===== config.mk =====
export PLATFORM = sky130hd
export DESIGN_NAME = alu_decode_stage
export DESIGN_NICKNAME = d
export VERILOG_FILES = /design/src/rtl/alu_decode_stage_pkg.sv /design/src/rtl/alu_decode_stage_alu_ctl_decoder.sv /design/src/rtl/alu_decode_stage.sv
export SDC_FILE = /design/constraint.sdc
export NUM_CORES = 1
export LEC_CHECK = 0
export BUFFER_PORTS_ARGS = -buffer_cell sky130_fd_sc_hd__clkbuf_2
export CAP_MARGIN = 10
export CORE_MARGIN = 8
export CORE_UTILIZATION = 47
export CTS_BUF_LIST = sky130_fd_sc_hd__clkbuf_16
export DETAILED_ROUTE_END_ITERATION = 6
export GPL_TIMING_DRIVEN = 0
export PLACE_DENSITY = 0.7
export SETUP_SLACK_MARGIN = 0.15
export SKIP_CTS_REPAIR_TIMING = 1
export SLEW_MARGIN = 30
export SYNTH_ARGS = -nofsm -noshare
export SYNTH_HDL_FRONTEND = slang
export SYNTH_SLANG_ARGS = --single-unit

===== constraint.sdc =====
create_clock -name clk -period 2.4 [get_ports clk]
set_input_delay 0.12 -clock clk [delete_from_list [all_inputs] [get_ports clk]]
set_output_delay 0.12 -clock clk [all_outputs]
set_load 0.005 [all_outputs]

===== src/rtl/alu_decode_stage_pkg.sv =====
// Shared encodings for the ALU decode stage: ALU control codes, opcodes, operand selects
// and the decoded bundle carried through the output register and skid buffer.
package alu_decode_stage_pkg;

    localparam logic [3:0] ALUCTL_ADD  = 4'd0;
    localparam logic [3:0] ALUCTL_SUB  = 4'd1;
    localparam logic [3:0] ALUCTL_SLL  = 4'd2;
    localparam logic [3:0] ALUCTL_SLT  = 4'd3;
    localparam logic [3:0] ALUCTL_SLTU = 4'd4;
    localparam logic [3:0] ALUCTL_XOR  = 4'd5;
    localparam logic [3:0] ALUCTL_SRL  = 4'd6;
    localparam logic [3:0] ALUCTL_SRA  = 4'd7;
    localparam logic [3:0] ALUCTL_OR   = 4'd8;
    localparam logic [3:0] ALUCTL_AND  = 4'd9;

    localparam logic [6:0] OPC_OP     = 7'b0110011;
    localparam logic [6:0] OPC_OP_IMM = 7'b0010011;
    localparam logic [6:0] OPC_LUI    = 7'b0110111;
    localparam logic [6:0] OPC_AUIPC  = 7'b0010111;

    localparam logic [6:0] F7_BASE = 7'b0000000;
    localparam logic [6:0] F7_ALT  = 7'b0100000;

    localparam logic [1:0] A_SEL_RS1  = 2'd0;
    localparam logic [1:0] A_SEL_PC   = 2'd1;
    localparam logic [1:0] A_SEL_ZERO = 2'd2;

    localparam logic B_SEL_RS2 = 1'b0;
    localparam logic B_SEL_IMM = 1'b1;

    typedef struct packed {
        logic [3:0]  alu_ctl;
        logic [1:0]  a_sel;
        logic        b_sel;
        logic [31:0] imm;
        logic [4:0]  rs1;
        logic [4:0]  rs2;
        logic [4:0]  rd;
        logic        rd_we;
        logic        illegal;
        logic [31:0] pc;
    } decoded_t;

endpackage


===== src/rtl/alu_decode_stage_alu_ctl_decoder.sv =====
// Combinational RV32I decoder for OP, OP-IMM, LUI and AUIPC into an ALU control bundle.
module alu_ctl_decoder
    import alu_decode_stage_pkg::*;
(
    input  logic [31:0] instr_i,
    input  logic [31:0] pc_i,
    output decoded_t    dec_o
);

    logic [6:0] opcode;
    logic [2:0] f3;
    logic [6:0] f7;
    logic       illegal;

    assign opcode = instr_i[6:0];
    assign f3     = instr_i[14:12];
    assign f7     = instr_i[31:25];

    function automatic logic [3:0] base_op(input logic [2:0] funct3, input logic alt);
        case (funct3)
            3'b000:  base_op = alt ? ALUCTL_SUB : ALUCTL_ADD;
            3'b001:  base_op = ALUCTL_SLL;
            3'b010:  base_op = ALUCTL_SLT;
            3'b011:  base_op = ALUCTL_SLTU;
            3'b100:  base_op = ALUCTL_XOR;
            3'b101:  base_op = alt ? ALUCTL_SRA : ALUCTL_SRL;
            3'b110:  base_op = ALUCTL_OR;
            default: base_op = ALUCTL_AND;
        endcase
    endfunction

    always_comb begin
        dec_o         = '0;
        dec_o.a_sel   = A_SEL_RS1;
        dec_o.b_sel   = B_SEL_RS2;
        dec_o.imm     = {{20{instr_i[31]}}, instr_i[31:20]};
        dec_o.rs1     = instr_i[19:15];
        dec_o.rs2     = instr_i[24:20];
        dec_o.rd      = instr_i[11:7];
        dec_o.pc      = pc_i;
        dec_o.alu_ctl = ALUCTL_ADD;
        illegal       = 1'b0;

        case (opcode)
            OPC_OP_IMM: begin
                dec_o.b_sel = B_SEL_IMM;
                // funct7 only qualifies the shift forms; for arithmetic it is part of the immediate
                if (f3 == 3'b001 && f7 != F7_BASE)
                    illegal = 1'b1;
                if (f3 == 3'b101 && f7 != F7_BASE && f7 != F7_ALT)
                    illegal = 1'b1;
                dec_o.alu_ctl = base_op(f3, (f3 == 3'b101) && (f7 == F7_ALT));
            end
            OPC_OP: begin
                if (!(f7 == F7_BASE || (f7 == F7_ALT && (f3 == 3'b000 || f3 == 3'b101))))
                    illegal = 1'b1;
                dec_o.alu_ctl = base_op(f3, f7 == F7_ALT);
            end
            OPC_LUI: begin
                dec_o.a_sel = A_SEL_ZERO;
                dec_o.b_sel = B_SEL_IMM;
                dec_o.imm   = {instr_i[31:12], 12'b0};
            end
            OPC_AUIPC: begin
                dec_o.a_sel = A_SEL_PC;
                dec_o.b_sel = B_SEL_IMM;
                dec_o.imm   = {instr_i[31:12], 12'b0};
            end
            default: illegal = 1'b1;
        endcase

        if (illegal)
            dec_o.alu_ctl = ALUCTL_ADD;
        dec_o.illegal = illegal;
        dec_o.rd_we   = !illegal && (dec_o.rd != 5'd0);
    end

endmodule


===== src/rtl/alu_decode_stage.sv =====
// Decode stage: valid/ready handshake into a registered decoded bundle backed by a one-entry skid.
module alu_decode_stage
    import alu_decode_stage_pkg::*;
#(
    parameter bit SKID_EN   = 1'b1,
    parameter bit FLAG_ONLY = 1'b0
) (
    input  logic        clk,
    input  logic        rst_n,
    input  logic        flush,
    input  logic        in_valid,
    output logic        in_ready,
    input  logic [31:0] in_instr,
    input  logic [31:0] in_pc,
    output logic        out_valid,
    input  logic        out_ready,
    output logic [3:0]  out_alu_ctl,
    output logic [1:0]  out_a_sel,
    output logic        out_b_sel,
    output logic [31:0] out_imm,
    output logic [4:0]  out_rs1,
    output logic [4:0]  out_rs2,
    output logic [4:0]  out_rd,
    output logic        out_rd_we,
    output logic        out_illegal,
    output logic [31:0] out_pc
);

    decoded_t dec;
    decoded_t out_q, out_d;
    decoded_t skid_q, skid_d;
    logic     out_valid_q, out_valid_d;
    logic     skid_full_q, skid_full_d;
    logic     in_ready_q;
    logic     accept;

    alu_ctl_decoder u_decoder (
        .instr_i (in_instr),
        .pc_i    (in_pc),
        .dec_o   (dec)
    );

    assign in_ready = SKID_EN ? in_ready_q : (out_ready | ~out_valid_q);
    assign accept   = in_valid & in_ready & ~flush;

    always_comb begin
        out_d       = out_q;
        out_valid_d = out_valid_q;
        skid_d      = skid_q;
        skid_full_d = skid_full_q;

        if (flush) begin
            out_valid_d = 1'b0;
            skid_full_d = 1'b0;
        end else if (skid_full_q) begin
            // in_ready is low here, so only the skid entry can advance
            if (out_ready) begin
                out_d       = skid_q;
                out_valid_d = 1'b1;
                skid_full_d = 1'b0;
            end
        end else if (!out_valid_q || out_ready) begin
            out_valid_d = accept;
            if (accept)
                out_d = dec;
        end else if (accept) begin
            skid_d      = dec;
            skid_full_d = 1'b1;
        end
    end

    always_ff @(posedge clk) begin
        if (!rst_n) begin
            out_q       <= '0;
            skid_q      <= '0;
            out_valid_q <= 1'b0;
            skid_full_q <= 1'b0;
            in_ready_q  <= 1'b0;
        end else begin
            out_q       <= out_d;
            skid_q      <= skid_d;
            out_valid_q <= out_valid_d;
            skid_full_q <= skid_full_d;
            in_ready_q  <= ~skid_full_d;
        end
    end

    assign out_valid   = out_valid_q;
    assign out_alu_ctl = out_q.alu_ctl;
    assign out_a_sel   = out_q.a_sel;
    assign out_b_sel   = out_q.b_sel;
    assign out_imm     = out_q.imm;
    assign out_rs1     = out_q.rs1;
    assign out_rs2     = out_q.rs2;
    assign out_rd      = out_q.rd;
    assign out_rd_we   = out_q.rd_we;
    // Both modes emit the flagged bundle unchanged
    assign out_illegal = FLAG_ONLY ? out_q.illegal : out_q.illegal;
    assign out_pc      = out_q.pc;

endmodule

==> reports/metrics.yaml <==
status:
  outcome: "finished, final reports clean"
clock_network:
  clk_pin_slew_ns: 0.06
  clk_path_buf_depth: 2
  cts_made_buffers: 17
  clkSinkCount: 179
  root_buffer: "clkbuf_16"
  insertion_delay_ns: 0.43
  cts_tree: "done"
  htreeDepth: 4
drt:
  drt_first_pass_iters: 5
  drt_iter0_markers: 529
  viasPerCell: 5.49
  wl_per_cell_um: 17.9
  routed_wirelength_um: 23900
  ant_nets: 0
  drc: 0
  via_count: 7314
worst_setup_path:
  cp-end-kind: "flip-flop"
  slowest_stage: "clkbuf_1"
  cp_data_required_time_ns: 2.76
  startpoint_type: "flip-flop"
  critPathMaxStageDelay_ns: 0.43
  path_max_fanout: 10
  crit_chain: "o21ba_1 > nor3_2 > clkbuf_2 > clkbuf_1 > nand3_1 > o22ai_1"
  arrival_ns: 2.52
  critPathKind: "flip-flop to flip-flop"
finish:
  fin_cells: 1333
  finalInstanceArea_um2: 9860
  final_nets: 1173
  antennaDiodeCount: 0
  final_cell_mix: "186 x nand2_1, 179 x dfxtp_1, 161 x clkbuf_2"
  utilization_pct: 60.1
  drive_above_1_share_pct: 18.1
  final_common_cell: "nand2_1"
  syn2layout_area_growth_pct: 26.7
yosys:
  syn_avg_cell_area_um2: 8.77
  ys_async_sr_fraction_pct: 0
  synth_edf_count: 0
  synth_area_um2: 7780
  ys_ff_latch: 179
  synth_nets: 956
  seq_area_frac_synth_pct: 46.1
  netlist_instances: 887
  yosysWarningCount: 0
  ys_types: 45
  synth-main-ff-cell: "dfxtp_1"
pwr:
  leakage_nw: 4.13
  ir_drop_mv: 0.523
  p_per_area_nw_per_um2: 658
floorplanning:
  die_w_um: 145
  rows: 47
  ios: 159
  initial_core_util_pct: 47.4
  coreArea_um2: 16400
  die_h_um: 145
  die_area_um2: 20900
timing:
  max_freq_mhz: 463
  slew_viol_final: 0
  rsz0062_at_grt: "no"
  final.period_utilization_pct: 90.1
  tightestPinTransition_ns: 0.768
  finalClockSkew_ns: 0.00760
  finalSetupViolations: 0
  fin_hold_ws_ns: 0.0129
  maxSlewHeadroom_pct: 48.8
  finalCriticalPeriod_ns: 2.16
  finalWorstSetupSlack_ns: 0.238
  hold_viol: 0
grt:
  grt.busiest_layer: "met2"
  grt_first_pass_wirelength_um: 36300
  grt_util_met1_pct: 28.5
  grt_usage_pct: 22.5
  grt_overflow: 0
  grt_pass1_vias: 6805
  grt_max_degree: 17
  antenna_found_initial: 0
  met3_usage_pct: 7.74
  use_met2_pct: 34.6
placement:
  dp_cells: 1262
  dp_hpwl_um: 17100
  globalplace.congestion: 0.844
  io_buffers: 155
  dp_slack_ns: -0.0287
  postPlaceCellArea_um2: 8840
run:
  drv_cap: 0
worst_hold_path:
  hold_class: "input port to flip-flop"
-- critical path, delay by kind of cell, from the launching register on --
kind | cells | cell delay [ns]
AO/OA/AOI/OAI | 2 | 0.39
buffers and inverters | 2 | 0.76
flip-flops | 1 | 0.34
AND/OR/NAND/NOR | 2 | 0.59
-- path summary, 6_finish.rpt --
path                     start     endpoint  slack (ns)  cells past startpoint
setup / recovery     out_valid  out_imm[30]        0.24                      6
hold / removal    in_instr[19]   skid_q[48]        0.01                      3
setup reg to reg     out_valid  out_imm[30]        0.24                      6
hold reg to reg     skid_q[42]   skid_q[42]        0.45                      2
-- synth_stat cells, types with 20 or more instances --
master | number | area share (%)
mux2i_1 | 48 | 6.2
o211a_1 | 49 | 6.3
clkbuf_1 | 76 | 3.7
a21oi_1 | 28 | 1.8
nand2_1 | 186 | 9.0
nand3_1 | 37 | 2.4
dfxtp_1 | 179 | 46
nor3b_1 | 22 | 2.1
a211oi_1 | 38 | 3.7
nor2_1 | 28 | 1.4
nand2b_1 | 24 | 1.9
o22ai_1 | 20 | 1.6
a21boi_1 | 61 | 5.9
-- through the flow --
stage	total power, mW	TNS (ns)
2_1_floorplan	3.41	0
3_3_place_gp	3.67	-0.310
3_5_place_dp	3.68	-0.0351
4_1_cts	6.45	-0.0958
5_1_grt	6.71	0
6_report	6.49	0
-- kinds of logic after synthesis --
family / Yosys count / synth area share (%)
XOR/XNOR: 1 / 0.113
buffers and inverters: 90 / 4.50
multiplexers: 48 / 6.17
AND/OR/NAND/NOR: 328 / 19.8
AO/OA/AOI/OAI: 241 / 23.4
flip-flops: 179 / 46.1
-- sequential cells by signal, summed over array words and instances (netlist names) --
signal,count
in_ready,1
out_a_sel,2
out_alu_ctl,4
out_b_sel,1
out_illegal,1
out_imm,32
out_pc,32
out_rd,5
out_rd_we,1
out_rs1,5
out_rs2,5
out_valid,1
skid_full_q,1
skid_q,88
-- metal layers --
layer,wire length (um),vias up
li1,-,3559
met1,10200,3444
met2,11000,271
met3,2120,40
met4,566,0
met5,0,-
-- power breakdown --
part | leakage (nW) | switching, mW | internal (mW)
combinational | 2.39 | 0.320 | 0.262
sequential | 1.45 | 0.0429 | 3.05
clock | 0.293 | 1.12 | 1.70
total | 4.13 | 1.48 | 5.01
-- cell type report --
| type | count | area, um^2 |
|---|---|---|
| Fill cell | 1496 | 6550 |
| Multi-Input combinational cell | 618 | 3860 |
| Clock buffer | 17 | 425 |
| Tap cell | 220 | 275 |
| Inverter | 3 | 11.3 |
| Sequential cell | 179 | 3580 |
| Clock inverter | 11 | 149 |
| Timing Repair Buffer | 198 | 1200 |
| Buffer | 87 | 348 |
Power figures use the tool's default switching activity.
